===== src/rtl/alu_operand_stage_pkg.sv =====
//------------------------------------------------------------------------------
// Module   : alu_operand_stage_pkg
// Purpose  : Shared widths, ALU function encodings, stage FSM states, the
//            held-entry record and the funct_alu forming helper for the
//            ALU operand stage.
// Ports    : none (package)
// Revision : 1.0 - initial release
//------------------------------------------------------------------------------
`default_nettype none

package alu_operand_stage_pkg;

  localparam int XLEN    = 32;
  localparam int REGADDR = 5;

  // ALU function encodings: {funct7[5], funct3}
  localparam logic [3:0] FUNCT_ALU_ADD = 4'b0000;
  localparam logic [3:0] FUNCT_ALU_SUB = 4'b1000;
  localparam logic [3:0] FUNCT_ALU_SRL = 4'b0101;
  localparam logic [3:0] FUNCT_ALU_SRA = 4'b1101;

  // Stage occupancy: EMPTY (nothing held), BUSY (main only), FULL (main+skid)
  typedef enum logic [1:0] {
    ST_EMPTY = 2'd0,
    ST_BUSY  = 2'd1,
    ST_FULL  = 2'd2
  } state_t;

  // One held instruction. The source addresses and flags travel with the
  // operands so a held entry can still pick up a later writeback.
  typedef struct packed {
    logic [XLEN-1:0]    op1;
    logic [XLEN-1:0]    op2;
    logic [3:0]         funct_alu;
    logic [REGADDR-1:0] rd_addr;
    logic [REGADDR-1:0] rs1_addr;
    logic [REGADDR-1:0] rs2_addr;
    logic               src1_pc;
    logic               src2_imm;
  } slot_t;

  // Bit 3 comes from instr[30] for register-register ops and for the
  // right-shift group (SRLI/SRAI). For every other OP-IMM, instr[30] is an
  // immediate bit, so it must be masked or ADDI would turn into SUB.
  function automatic logic [3:0] form_funct_alu(input logic [2:0] funct3,
                                                input logic       funct7b5,
                                                input logic       is_opimm);
    logic bit3;
    bit3 = funct7b5 & (~is_opimm | (funct3 == FUNCT_ALU_SRL[2:0]));
    return {bit3, funct3};
  endfunction

endpackage

`default_nettype wire


===== src/rtl/alu_operand_slot.sv =====
//------------------------------------------------------------------------------
// Module   : alu_operand_slot
// Purpose  : One held-instruction register (operands, funct_alu, rd, source
//            addresses and flags) with optional writeback forwarding applied
//            both to a newly loaded entry and to the entry while it is held.
// Config   : `ALU_OPERAND_FWD_EN enables forwarding; when undefined the wb_*
//            inputs are ignored and no compare logic exists.
// Ports    : clk, rst_n      - clock, async active-low reset
//            load           - capture d this cycle, else keep the held entry
//            d              - entry to capture
//            wb_we/wb_rd_addr/wb_data - writeback bus
//            q              - held entry
// Revision : 1.0 - initial release
//------------------------------------------------------------------------------
`default_nettype none

module alu_operand_slot
  import alu_operand_stage_pkg::*;
(
  input  logic               clk,
  input  logic               rst_n,
  input  logic               load,
  input  slot_t              d,
  input  logic               wb_we,
  input  logic [REGADDR-1:0] wb_rd_addr,
  input  logic [XLEN-1:0]    wb_data,
  output slot_t              q
);

  slot_t src;
  slot_t nxt;

  always_comb begin
    src = load ? d : q;
    nxt = src;
`ifdef ALU_OPERAND_FWD_EN
    // x0 is never a forwarding source; pc/imm operands are never replaced.
    if (wb_we && (wb_rd_addr != '0)) begin
      if (!src.src1_pc && (src.rs1_addr == wb_rd_addr)) nxt.op1 = wb_data;
      if (!src.src2_imm && (src.rs2_addr == wb_rd_addr)) nxt.op2 = wb_data;
    end
`endif
  end

`ifndef ALU_OPERAND_FWD_EN
  logic unused_wb;
  assign unused_wb = ^{wb_we, wb_rd_addr, wb_data};
`endif

  always_ff @(posedge clk or negedge rst_n) begin
    if (!rst_n) q <= '0;
    else        q <= nxt;
  end

endmodule

`default_nettype wire


===== src/rtl/alu_operand_stage.sv =====
//------------------------------------------------------------------------------
// Module   : alu_operand_stage
// Purpose  : Execute-stage front end ahead of the ALU. Accepts decoded
//            instructions over valid/ready, selects rs1/pc and rs2/imm,
//            forms funct_alu and holds the result in a main register backed
//            by a skid register so in_ready can be registered.
// Config   : `ALU_OPERAND_FWD_EN enables writeback forwarding into captured
//            and held register-sourced operands.
// Ports    : clk, rst_n, flush          - clock, async reset, sync kill
//            in_valid/in_ready, in_*     - decode side handshake and fields
//            wb_we/wb_rd_addr/wb_data    - writeback bus
//            out_valid/out_ready         - ALU side handshake
//            aluin1, aluin2, funct_alu, out_rd_addr - ALU side payload
// Revision : 1.0 - initial release
//------------------------------------------------------------------------------
`default_nettype none

module alu_operand_stage
  import alu_operand_stage_pkg::*;
(
  input  logic               clk,
  input  logic               rst_n,
  input  logic               flush,
  input  logic               in_valid,
  output logic               in_ready,
  input  logic [XLEN-1:0]    in_pc,
  input  logic [XLEN-1:0]    in_rs1_data,
  input  logic [XLEN-1:0]    in_rs2_data,
  input  logic [XLEN-1:0]    in_imm,
  input  logic [REGADDR-1:0] in_rs1_addr,
  input  logic [REGADDR-1:0] in_rs2_addr,
  input  logic [REGADDR-1:0] in_rd_addr,
  input  logic [2:0]         in_funct3,
  input  logic               in_funct7b5,
  input  logic               in_src1_pc,
  input  logic               in_src2_imm,
  input  logic               in_is_opimm,
  input  logic               wb_we,
  input  logic [REGADDR-1:0] wb_rd_addr,
  input  logic [XLEN-1:0]    wb_data,
  output logic               out_valid,
  input  logic               out_ready,
  output logic [XLEN-1:0]    aluin1,
  output logic [XLEN-1:0]    aluin2,
  output logic [3:0]         funct_alu,
  output logic [REGADDR-1:0] out_rd_addr
);

  state_t state, state_d;
  slot_t  in_entry, main_d, main_q, skid_q;
  logic   main_load, main_from_skid, skid_load;
  logic   in_xfer, out_xfer;

  // Both handshake outputs decode straight from the state register.
  assign in_ready  = (state != ST_FULL);
  assign out_valid = (state != ST_EMPTY);
  assign in_xfer   = in_valid & in_ready;
  assign out_xfer  = out_valid & out_ready;

  always_comb begin
    in_entry.op1       = in_src1_pc  ? in_pc  : in_rs1_data;
    in_entry.op2       = in_src2_imm ? in_imm : in_rs2_data;
    in_entry.funct_alu = form_funct_alu(in_funct3, in_funct7b5, in_is_opimm);
    in_entry.rd_addr   = in_rd_addr;
    in_entry.rs1_addr  = in_rs1_addr;
    in_entry.rs2_addr  = in_rs2_addr;
    in_entry.src1_pc   = in_src1_pc;
    in_entry.src2_imm  = in_src2_imm;
  end

  always_ff @(posedge clk or negedge rst_n) begin
    if (!rst_n) state <= ST_EMPTY;
    else        state <= state_d;
  end

  always_comb begin
    state_d        = state;
    main_load      = 1'b0;
    main_from_skid = 1'b0;
    skid_load      = 1'b0;
    if (flush) begin
      // Flush beats any transfer: held entries and a coincident input die.
      state_d = ST_EMPTY;
    end else begin
      case (state)
        ST_EMPTY: begin
          if (in_xfer) begin
            state_d   = ST_BUSY;
            main_load = 1'b1;
          end
        end
        ST_BUSY: begin
          if (in_xfer && out_xfer) begin
            main_load = 1'b1;
          end else if (out_xfer) begin
            state_d = ST_EMPTY;
          end else if (in_xfer) begin
            state_d   = ST_FULL;
            skid_load = 1'b1;
          end
        end
        ST_FULL: begin
          if (out_xfer) begin
            state_d        = ST_BUSY;
            main_load      = 1'b1;
            main_from_skid = 1'b1;
          end
        end
        default: state_d = ST_EMPTY;
      endcase
    end
  end

  assign main_d = main_from_skid ? skid_q : in_entry;

  alu_operand_slot u_main (
    .clk        (clk),
    .rst_n      (rst_n),
    .load       (main_load),
    .d          (main_d),
    .wb_we      (wb_we),
    .wb_rd_addr (wb_rd_addr),
    .wb_data    (wb_data),
    .q          (main_q)
  );

  alu_operand_slot u_skid (
    .clk        (clk),
    .rst_n      (rst_n),
    .load       (skid_load),
    .d          (in_entry),
    .wb_we      (wb_we),
    .wb_rd_addr (wb_rd_addr),
    .wb_data    (wb_data),
    .q          (skid_q)
  );

  assign aluin1      = main_q.op1;
  assign aluin2      = main_q.op2;
  assign funct_alu   = main_q.funct_alu;
  assign out_rd_addr = main_q.rd_addr;

  // Source bookkeeping of the main entry only matters inside the slot.
  logic unused_main;
  assign unused_main = ^{main_q.rs1_addr, main_q.rs2_addr,
                         main_q.src1_pc, main_q.src2_imm};

endmodule

`default_nettype wire


===== config.mk =====
export PLATFORM = sky130hd
export DESIGN_NAME = alu_operand_stage
export DESIGN_NICKNAME = d
export VERILOG_FILES = /design/src/rtl/alu_operand_stage_pkg.sv /design/src/rtl/alu_operand_slot.sv /design/src/rtl/alu_operand_stage.sv
export SDC_FILE = /design/constraint.sdc
export NUM_CORES = 1
export LEC_CHECK = 0
export BUFFER_PORTS_ARGS = -buffer_cell sky130_fd_sc_hd__buf_2
export CAP_MARGIN = 20
export CORE_MARGIN = 3
export CORE_UTILIZATION = 51
export CTS_BUF_LIST = sky130_fd_sc_hd__clkbuf_4
export CTS_CLUSTER_SIZE = 30
export DETAILED_ROUTE_END_ITERATION = 12
export GPL_TIMING_DRIVEN = 1
export PLACE_DENSITY = 0.83
export SYNTH_ARGS = -nofsm -noshare
export SYNTH_HDL_FRONTEND = slang
export SYNTH_SLANG_ARGS = --single-unit

===== constraint.sdc =====
create_clock -name clk -period 2.1 [get_ports clk]
set_clock_uncertainty 0.1 [all_clocks]
set_input_delay 0.105 -clock clk [delete_from_list [all_inputs] [get_ports clk]]
set_output_delay 0.105 -clock clk [all_outputs]
set_load 0.005 [all_outputs]

======== Word-level counts from Yosys, hierarchy flattened ========
Index checks and enable logic that the tools add are counted.
word-level totals
  flip-flop bits (word level) ............. 160
  output and inout port bits .............. 75
  input bits .............................. 193
  word-level logic and storage cells ...... 51
cells by class
  bitwise logic cells ..................... 5
  reduce and logical (&&, ||, !) cells .... 4
  equality and inequality tests ........... 8
  multiplexer cells ....................... 21
operator list
  kind                                                              count
  85-bit two-way mux                                                1
  32-bit two-way mux                                                2
  2-bit two-way mux                                                 6
  1-bit two-way mux                                                 10
  3-bit != test (second input constant)                             3
  2-bit case mux with 3 select lines                                1
  4-bit != test (second input constant)                             1
  4-bit AND reduction                                               1
  1-bit bitwise AND                                                 3
  3-bit == test (second input constant)                             1
  1-bit case mux with 3 select lines                                1
  2-bit by 1-bit == test with 1-bit output (second input constant)  1
  2-bit == test (second input constant)                             1
  2-bit zero test                                                   1
  2-bit != test (second input constant)                             1
  2-bit nonzero test                                                1
  1-bit logical AND                                                 1
  1-bit inverter                                                    1
  1-bit OR                                                          1

======== Logic depth before layout (Yosys ltp) ========
Gate-level depths: netlist of run 1.
  depth in word-level cells ............... 7
  gate-level depth with buffers ........... 7

======== By module ========
A second synthesis of run 1 with hierarchy kept.
second synthesis, totals
  cells, all modules ...................... 545
  area total of the unflattened synthesis .. 8416.8 um2
by module, submodules not included
  module             cells each  times used  sequential area each (um2)  area an instance (um2)
  alu_operand_slot   179         2           2127.0                      3163.0
  alu_operand_stage  187         1           50.0                        2090.8

======== Worst setup path after synthesis of run 1 ========
Ideal clock, no wire load.
  path type ............................... reg-to-reg
  start point ............................. reg state[0]
  end point ............................... reg u_main.q[12] in the netlist's numbering
  stages on the path, launching flop included .. 5
  data arrival time ....................... 1.430 ns
  path slack .............................. 0.445 ns
  path buffers ............................ 1
  library setup time ...................... 0.125 ns
  cell sequence ........................... dfrtp_1 -> and4bb_1 -> buf_4 -> mux2_2 -> mux2_4
between the ends
  longest elaborated chain between the ends .. 6
  elaborated cells on any way between the ends .. 16
RTL lines
  element                                                                  RTL line                                           source
  start, declared                                                          alu_operand_stage.sv:49                            state_t state, state_d;
  start signal, assigned                                                   alu_operand_stage.sv:73                            else state <= state_d;
  2-bit != test or 2-bit nonzero test (tied branches)                      alu_operand_stage.sv:55, alu_operand_stage.sv:56
  1-bit bitwise AND (on tied branches)                                     alu_operand_stage.sv:57, alu_operand_stage.sv:58
  1-bit logical AND or 1-bit two-way mux (tied branches)                   alu_operand_stage.sv:93, alu_operand_stage.sv:103
  1-bit two-way mux (on tied branches)                                     alu_operand_stage.sv:93, alu_operand_stage.sv:85
  1-bit case mux with 3 select lines or 1-bit two-way mux (tied branches)  alu_operand_stage.sv:85, alu_operand_stage.sv:81
  1-bit two-way mux or 85-bit two-way mux (tied branches)                  alu_operand_stage.sv:81, alu_operand_stage.sv:114
  end signal, assigned                                                     alu_operand_slot.sv:52                             else q <= nxt;
  end, declared                                                            alu_operand_slot.sv:27                             output slot_t q
Several ways; a longest one is shown, not always the timed one.
A chain may end at the register's enable or synchronous reset.

======== Worst setup path in the final report of run 1 ========
  start point ............................. reg state[0]
  end point ............................... reg state[0]
between the ends
  longest elaborated chain between the ends .. 6
  elaborated cells on any way between the ends .. 17
RTL lines
  element                             RTL line                 source
  2-bit nonzero test                  alu_operand_stage.sv:56  assign out_valid = (state != ST_EMPTY);
  1-bit bitwise AND                   alu_operand_stage.sv:58  assign out_xfer = out_valid & out_ready;
  2-bit two-way mux                   alu_operand_stage.sv:95  end else if (out_xfer) begin
  2-bit two-way mux                   alu_operand_stage.sv:93  if (in_xfer && out_xfer) begin
  2-bit case mux with 3 select lines  alu_operand_stage.sv:85  case (state)
  2-bit two-way mux                   alu_operand_stage.sv:81  if (flush) begin
Several ways; a longest one is shown, not always the timed one. The select of a mux whose other input is x is not followed.

==> metrics.md, run 1 <==
| Metric | Value |
|---|---|
| TritonCTS clock tree | `done` |
| DP HPWL | `10,900 um` |
| Initial antenna violation count | `0` |
| CP top delay family | `buffers and inverters` |
| Synth warnings | `0` |
| Synth-to-Final Area Change | `42.9%` |
| Number of setup buffers added after CTS | `0` |
| TNS Setup | `0 ns` |
| Die area | `0.0153 mm2` |
| Avg Inst Size Synth | `10.2 um2` |
| Clk slew on worst S/H paths | `0.12 ns` |
| Grt total ovfl | `0` |
| Design Area, Final | `0.0101 mm2` |
| Hold violation total from the final report | `0` |
| First-pass iteration count of the detailed router | `6` |
| Largest net degree at the start of global routing | `86` |
| TritonCTS buffer count | `17` |
| Core ar. | `0.0134 mm2` |
| Crit Path Max Fanout | `6` |
| Slew Viols, Final | `0` |
| Fin util | `75.1%` |
| CTS max path bufs | `2` |
| Vias in the first global route | `6,615` |
| Die width | `124 um` |
| Synth Instances | `691` |
| Register area | `0.00370 mm2` |
| Seq/Total Area, Yosys | `52.6%` |
| Aggregate global-route resource usage | `roughly a quarter` |
| Post-DP Area | `0.00838 mm2` |
| Worst-Margin Slew | `roughly 0.47 ns` |
| Unrepaired setup endpoints after global routing | `false` |
| Status | `finished clean` |
| Multi-input logic area | `0.00287 mm2` |
| Max Cap Viol | `0` |
| Row count | `42` |
| Clock power share | `21.4%` |
| Worst-path cell chain | `buf_4 > or3b_2 > a21oi_1 > nor2_1 > nor2_1 > dlygate4sd3_1` |
| Post-synth net total | `884` |
| Fin cells | `1,234` |
| Number of hold buffers added after cts | `145` |
| Drt via density | `5.08` |
| Root buffer cell | `clkbuf_4` |
| # fillers | `862` |
| Seq pwr share | `52.7%` |
| First-pass GRT wire length | `31,100 um` |
| CP arrival | `2.29 ns` |
| Io pins | `268` |
| DR WL/cell | `between 15 and 20 um` |
| Required @ worst endpoint | `2.48 ns` |
| Post-route ant nets | `0` |
| Synth cell types | `25` |
| Synthesized area | `0.00704 mm2` |
| Initial Utilization | `52.6%` |
| CP max stage delay | `0.55 ns` |
| Placer congestion estimate | `0.795` |
| F_max | `523 MHz` |
| Setup crit start kind | `flip-flop` |
| Simple-gate portion of the synthesized area | `approximately 8.1%` |
| Period Utilization, post-route | `between 90 and 100%` |
| Drt initial violations | `391` |
| LEAKAGE | `~5.5 nW` |
| Pwr/cell area | `738 mW/mm2` |
| Worst hold path type | `in -> reg` |
| Pint | `0.00520 W` |
| FF+latch count, synth | `148` |
| Critical path class | `reg -> reg` |
| Total power | `0.00743 W` |
| Slew Limit Headroom | `approximately two thirds` |
| Share of layout cells above drive strength 1 | `26.8%` |
| Setup violators final | `0` |
| Switching Share | `about 30%` |
| # resized after CTS | `0` |
| Placed Cells incl. Taps | `1,057` |
| Post-detailed-route DRC marker count | `0` |
| Post-synthesis compound-gate area fraction | `9.64%` |
| Fin nets | `1,238` |
| Mux cell area share after synthesis | `22.6%` |
| Post-Synth XOR/XNOR Area | `0%` |
| Net load switching power | `0.00224 W` |
| Buffers on Ports | `roughly 220` |
| Fin crit period | `between 1.5 and 2 ns` |
| Logic pwr share | `25.9%` |
| Clk sinks | `148` |
| Adder-Cell Fraction of Synth Area | `0%` |
| Via count | `6,268` |
| Worst path most repeated cell | `nor2_1` |
| Worst-Skew Late Latency | `0.53 ns` |
| VDD IR max | `roughly 410 uV` |
| Buf/Inv on CP | `2` |
| Combinational family with the most area after synthesis | `multiplexers` |
| Die H | `124 um` |
| Final WL | `19,600 um` |
| Critical path's slowest cell | `dlygate4sd3_1` |
| Worst setup EP type | `flip-flop` |
| Clock H-tree levels | `4` |
[state kept, by name, indices dropped and copies added, names as in the netlist]
| name | count |
|---|---|
| u_main.q | 73 |
| state | 2 |
| u_skid.q | 73 |
[worst min-delay path, cell delays in order]
cell           delay (ns)
dlygate4sd3_1        0.52
buf_2                0.10
mux2_1               0.11
[metal layers]
metal	vias to the layer above	track usage [%]	part of all wire, %
met3	61	6.77	5.8
met2	211	47.9	53
li1	3013	-	-
met5	-	0	0
met1	2983	28.2	38
met4	0	13.7	3.9
[layout by cell type, fill, tap and decap left out]
master	instances
and4bb_4	1
bufinv_16	1
nor2_1	68
dfrtp_1	148
buf_2	218
buf_4	8
mux2_1	11
and2_1	1
nand2_1	69
o21bai_4	1
diode_2	1
inv_1	64
clkbuf_4	23
nand2b_1	1
or3b_2	1
clkinv_2	4
a22o_1	1
buf_12	9
or2_2	1
o21ai_0	66
mux2i_1	129
dlygate4sd3_1	145
mux2_4	6
mux2_2	8
nor2b_1	2
a21oi_1	65
buf_6	1
a21boi_0	1
nand3_4	1
clkinv_1	3
[path summary, 6_finish.rpt]
path	startpoint	end	slack, ns	cells past startpoint
worst max-delay path	state[0]	state[0]	0.19	6
worst min-delay path	in_rd_addr[3]	u_skid.q[15]	0.23	3
worst max register to register	state[0]	state[0]	0.19	6
worst min register to register	u_skid.q[59]	u_skid.q[59]	0.39	2
max in group asynchronous	rst_n	u_skid.q[72]	0.73	4
min in group asynchronous	rst_n	u_main.q[39]	0.51	3
[final cells by class]
class,instances,area share [%]
timing repair buffer,381,27.7
sequential,148,36.8
antenna,1,0.0249
tap,176,2.19
inverter,64,2.39
multi-input combinational,433,28.5
clock buffer,23,1.71
clock inverter,8,0.609
[through the flow]
step / hold WS, ns / setup slack [ns]
after floorplan: -0.291 / 0.445
after global placement: -0.0182 / 0.275
after detailed placement: -0.0229 / 0.219
after CTS: 0.186 / 0.171
after global routing: 0.203 / 0.0892
final: 0.234 / 0.187
[cell families (layout without fill, tap and decap cells)]
group                  after synthesis  count (layout)
DFF                                148             148
muxes                              154             154
buffers and inverters              110             476
and+or+nand+nor                    145             145
AOI/OAI and AO/OA                  134             134
other                                0               1
[power by group through the flow]
stage / Sequential, W / Clock, W / Combinational [W]
6_report: 0.00391 / 0.00159 / 0.00193
3_3_place_gp: 0.00391 / 0 / 0.00155
4_1_cts: 0.00389 / 0.00163 / 0.00188
5_1_grt: 0.00399 / 0.00174 / 0.00217
3_5_place_dp: 0.00394 / 0 / 0.00163
2_1_floorplan: 0.00392 / 0 / 0.000857
[Yosys cell counts]
cell,number,area [um2]
buf_2,20,100
mux2_4,6,90.1
nor2b_1,2,12.5
nand2_1,69,259
o21bai_1,1,7.51
o21ai_0,66,330
clkbuf_1,11,41.3
nand3_1,1,5.00
nor2_1,68,255
mux2_1,11,124
a21oi_1,65,325
a21boi_0,1,7.51
buf_6,2,22.5
inv_1,64,240
mux2_2,8,90.1
mux2i_1,129,1290
nand2b_1,1,6.26
buf_4,11,82.6
or2_2,1,6.26
or3b_2,1,8.76
dfrtp_1,148,3700
buf_1,2,7.51
and4bb_1,1,12.5
and2_1,1,6.26
a22o_1,1,8.76
No activity file was read; power rests on OpenSTA's default activity.
==> inputs of run 2 (changes only) <==
- CORE_UTILIZATION: 51 -> 42
- PLACE_DENSITY: 0.83 -> 0.7
==> metrics.md, run 2 (synthesis gave the netlist of run 1 again) <==
| Metric | Value |
|---|---|
| # fillers | `approximately 1,300` |
| TritonCTS buffer count | `17` |
| Unrepaired setup endpoints after global routing | `false` |
| CTS max path bufs | `2` |
| Period Utilization, post-route | `roughly 90%` |
| TNS Setup | `0 ns` |
| CP max stage delay | `around 0.55 ns` |
| Buffers on Ports | `219` |
| Initial antenna violation count | `1` |
| Max Cap Viol | `0` |
| Required @ worst endpoint | `2.47 ns` |
| Multi-input logic area | `between 0.002 and 0.003 mm2` |
| Worst hold path type | `in -> async` |
| Die width | `136 um` |
| Hold violation total from the final report | `0` |
| Worst-Margin Slew | `0.443 ns` |
| Io pins | `268` |
| DR WL/cell | `14.3 um` |
| Die area | `around 0.018 mm2` |
| CP arrival | `2.31 ns` |
| Post-route ant nets | `0` |
| Register area | `0.00370 mm2` |
| Placed Cells incl. Taps | `1,095` |
| Setup crit start kind | `flip-flop` |
| Vias in the first global route | `6,158` |
| Crit Path Max Fanout | `6` |
| Number of setup buffers added after CTS | `0` |
| Synth-to-Final Area Change | `44.7%` |
| Most frequent cells in the layout | `buf_2, dfrtp_1, dlygate4sd3_1` |
| TritonCTS clock tree | `done` |
| Pwr/cell area | `about 750 mW/mm2` |
| Worst-path cell chain | `buf_4 > or3b_2 > a21oi_1 > nor2_1 > nor2_1 > dlygate4sd3_1` |
| Fin nets | `approximately 1,200` |
| DP HPWL | `10,800 um` |
| Slew Limit Headroom | `a little over two thirds` |
| Worst Reg-to-Reg Cells | `6` |
| Buf/Inv on CP | `2` |
| Root buffer cell | `clkbuf_4` |
| Total power | `roughly 0.0077 W` |
| F_max | `516 MHz` |
| # resized after CTS | `0` |
| Clk sinks | `148` |
| First-pass GRT wire length | `roughly 30,000 um` |
| Largest net degree at the start of global routing | `101` |
| Worst path most repeated cell | `nor2_1` |
| CP top delay family | `buffers and inverters` |
| Drt via density | `between 4 and 5` |
| Initial Utilization | `~44%` |
| Clk slew on worst S/H paths | `around 0.12 ns` |
| Regs by FF count | `u_main.q x73, u_skid.q x73, state x2` |
| Final WL | `18,200 um` |
| Placer congestion estimate | `0.738` |
| Setup slack, reg-to-reg | `0.16 ns` |
| Critical path's slowest cell | `dlygate4sd3_1` |
| Aggregate global-route resource usage | `between 20 and 25%` |
| Status | `finished clean` |
| Row count | `46` |
| Post-detailed-route DRC marker count | `0` |
| Grt total ovfl | `0` |
| Share of layout cells above drive strength 1 | `27.0%` |
| Clock H-tree levels | `4` |
| First-pass iteration count of the detailed router | `4` |
| VDD IR max | `454 uV` |
| Worst-Skew Late Latency | `0.53 ns` |
| CP Depth | `6` |
| Reg2reg start | `state[0]` |
| Commonest non-fill, non-tap cell in the layout | `buf_2` |
| Drt initial violations | `about 260` |
| Fin crit period | `between 1.5 and 2 ns` |
| Via count | `6,055` |
| Die H | `136 um` |
| Slew Viols, Final | `0` |
| Setup violators final | `0` |
| RR Endpoint | `state[0]` |
| Fin cells | `1,275` |
| Core ar. | `between 0.015 and 0.02 mm2` |
| Worst setup EP type | `flip-flop` |
| Critical path class | `reg -> reg` |
| LEAKAGE | `5.49 nW` |
run 2: cell count changes in the layout (fill, tap and decap cells not counted), sizes merged:
cell      change
buf           -1
bufinv        +2
clkbuf        -5
clkinv        +1
clkinvlp      +2
diode         +1
inv           +1
run 2: final cells by class:
class / count / area share, %
diodes: 2 / 0.0491
repair buffers: 380 / 27.5
inverters: 64 / 2.36
flip-flops and latches: 148 / 36.3
clock inverters: 14 / 1.57
clock buffers: 18 / 1.33
well taps: 216 / 2.65
multi-input cells: 433 / 28.2
run 2: how the worst max path moves through the flow:
| stage | start | to | slack, ns |
|---|---|---|---|
| after floorplan | state[0] | u_main.q[12] | 0.44 |
| after global placement | state[1] | u_main.q[15] | 0.31 |
| after detailed placement | state[1] | u_main.q[12] | 0.30 |
| after CTS | state[0] | state[0] | 0.14 |
| after global routing | state[0] | state[0] | 0.05 |
| final | state[0] | state[0] | 0.16 |
run 2: power by group:
| part | internal, W | switching (W) |
|---|---|---|
| combinational | 0.00102 | 0.000863 |
| clock | 0.000831 | 0.00104 |
| sequential | 0.00353 | 0.000367 |
run 2: per-layer routing:
layer,GRT usage (%),routed length [um],vias to the layer above
li1,-,-,3012
met1,24.7,7550,2839
met2,35.3,9300,172
met3,5.16,989,32
met4,7.39,401,0
met5,0,0,-
run 2: stage by stage:
step	hold slack, ns	setup slack, ns	utilization [%]	area, um2
finish	0.0391	0.163	63.0	10200
global route	0.0261	0.0466	63.0	10200
CTS	0.00261	0.142	62.8	10200
detailed placement	-0.122	0.300	52.0	8420
global placement	-0.123	0.307	52.0	8420
floorplan	-0.291	0.445	-	7040
run 2: timing repair:
item | CTS | global route
setup endpoints to repair | 0 | 0
hold buffers | 145 | 0
hold endpoints to repair | 296 | 0
run 2: tightest hold or removal path: stages:
cell and delay [ns]:
dlygate4sd3_1 0.55, buf_6 0.13, buf_12 0.29
==> inputs of run 3 (changes only) <==
- REMOVE_ABC_BUFFERS: unset -> 1
- TNS_END_PERCENT: unset -> 50
==> metrics.md, run 3 (synthesis gave the netlist of run 1 again) <==
| Metric | Value |
|---|---|
| Largest net degree at the start of global routing | `64` |
| Fin cells | `1,276` |
| Worst Reg-to-Reg Cells | `5` |
| Via count | `6,099` |
| Clk sinks | `about 150` |
| Synth-to-Final Area Change | `44.6%` |
| Placed Cells incl. Taps | `approximately 1,100` |
| Max Cap Viol | `0` |
| Buffers on Ports | `219` |
| First-pass GRT wire length | `30,500 um` |
| TNS Setup | `0 ns` |
| Final WL | `between 15,000 and 20,000 um` |
| Drt via density | `4.78` |
| Worst-path cell chain | `dlygate4sd3_1 > buf_2 > nand2_1 > o21ai_1 > nand2_1 > dlygate4sd3_1 > o21ai_1 > dlygate4sd3_1` |
| LEAKAGE | `5.48 nW` |
| Io pins | `268` |
| Unrepaired setup endpoints after global routing | `true` |
| Crit Path Max Fanout | `3` |
| Initial antenna violation count | `0` |
| Crit path launch | `in_funct3[2]` |
| Row count | `46` |
| CP top delay family | `buffers and inverters` |
| Worst path most repeated cell | `dlygate4sd3_1` |
| Clk slew on worst S/H paths | `0.12 ns` |
| Fin Hold WS | `0.245 ns` |
| Ant. Diodes | `0` |
| Share of layout cells above drive strength 1 | `26.9%` |
| Fin crit period | `between 2 and 2.5 ns` |
| Setup crit start kind | `primary input` |
| Net load switching power | `0.00228 W` |
| TritonCTS clock tree | `done` |
| Post-detailed-route DRC marker count | `0` |
| Logic pwr share | `24.8%` |
| Aggregate global-route resource usage | `20.8%` |
| CP max stage delay | `0.58 ns` |
| Required @ worst endpoint | `2.47 ns` |
| Core ar. | `0.0162 mm2` |
| Drt initial violations | `around 250` |
| Buf/Inv on CP | `4` |
| Pint | `about 0.0054 W` |
| Setup slack, reg-to-reg | `between 0.1 and 0.15 ns` |
| DP HPWL | `~11,000 um` |
| F_max | `approximately 490 MHz` |
| Slew Limit Headroom | `63.3%` |
| Switching Share | `around 30%` |
| Status | `finished clean` |
| Critical path class | `in -> reg` |
| Worst hold path type | `in -> reg` |
| RR Endpoint | `u_skid.q[20]` |
| Period Utilization, post-route | `96.3%` |
| Die H | `136 um` |
| Root buffer cell | `clkbuf_4` |
| Worst-Margin Slew | `0.551 ns` |
| VDD IR max | `403 uV` |
| Post-route ant nets | `0` |
| Grt total ovfl | `0` |
| Initial Utilization | `43.6%` |
| Clock H-tree levels | `4` |
| CP arrival | `2.39 ns` |
| Pwr/cell area | `752 mW/mm2` |
| Clock power share | `24.5%` |
| DR WL/cell | `~15 um` |
| Worst-Skew Late Latency | `0.52 ns` |
| Design Area, Final | `0.0102 mm2` |
| Reg2reg start | `state[1]` |
| First-pass iteration count of the detailed router | `5` |
| Critical path's slowest cell | `dlygate4sd3_1` |
| Commonest non-fill, non-tap cell in the layout | `buf_2` |
| Fin nets | `1,240` |
| Slew Viols, Final | `0` |
| Worst setup EP type | `flip-flop` |
| Vias in the first global route | `6,312` |
| Placer congestion estimate | `0.724` |
| Regs by FF count | `u_main.q x73, u_skid.q x73, state x2` |
| Total power | `0.00766 W` |
| Most frequent cells in the layout | `buf_2, dfrtp_1, dlygate4sd3_1` |
| Setup violators final | `0` |
| # fillers | `1,292` |
| CTS max path bufs | `2` |
| CP Capture Point | `u_skid.q[20]` |
| TritonCTS buffer count | `17` |
| Die width | `136 um` |
| CP Depth | `8` |
| Post-DP Area | `0.00843 mm2` |
| Hold violation total from the final report | `0` |
| Seq pwr share | `about half` |
| Die area | `0.0184 mm2` |
-- run 3: area by class of cell --
| cell class | count | area, um2 | area share [%] |
|---|---|---|---|
| tap | 216 | 270 | 2.65 |
| clock inverter | 14 | 163 | 1.60 |
| timing repair buffer | 383 | 2800 | 27.5 |
| inverter | 64 | 240 | 2.36 |
| sequential | 148 | 3700 | 36.4 |
| multi-input combinational | 433 | 2870 | 28.2 |
| clock buffer | 18 | 135 | 1.33 |
-- run 3: power groups by stage --
stage | Clock [W] | Sequential [W] | Combinational [W]
after floorplan | 0 | 0.00392 | 0.000858
after global placement | 0 | 0.00390 | 0.00158
after detailed placement | 0 | 0.00393 | 0.00164
after CTS | 0.00194 | 0.00387 | 0.00190
after global routing | 0.00208 | 0.00397 | 0.00216
final | 0.00187 | 0.00389 | 0.00190
-- run 3: per-layer routing --
layer  vias to the layer above  share of wire, %  track usage [%]
met4                         0               1.8             6.27
met1                      2871                41             24.9
met5                         -                 0                0
met3                        29               6.0             5.46
li1                       3007                 -                -
met2                       192                51             36.7
-- run 3: tightest hold or removal path, stage by stage --
cell and delay, ns:
dlygate4sd3_1 0.52, buf_2 0.10, mux2_1 0.11
-- run 3: how the worst min path moves through the flow --
| stage | end | slack, ns | start | depth (start not counted) |
|---|---|---|---|---|
| final | u_skid.q[15] | 0.25 | in_rd_addr[3] | 3 |
| after global routing | u_skid.q[15] | 0.18 | in_rd_addr[3] | 3 |
| after CTS | u_skid.q[16] | 0.17 | in_rd_addr[4] | 3 |
| after detailed placement | u_skid.q[16] | 0.01 | rst_n | 1 |
| after global placement | u_skid.q[16] | 0.02 | rst_n | 1 |
| after floorplan | state[0] | -0.29 | rst_n | 0 |
-- run 3: repair_timing --
item                       4_1_cts  5_1_grt
resized for setup                0        2
hold endpoints to repair       296        0
buffers inserted                 0        0
setup endpoints to repair        0        2
hold buffers                   146        0
-- run 3: per-stage QoR --
stage	setup WS, ns	utilization (%)
after floorplan	-4.26	-
after global placement	0.214	52.1
after detailed placement	0.165	52.1
after CTS	0.141	63.0
after global routing	-0.00460	63.0
final	0.0773	63.0
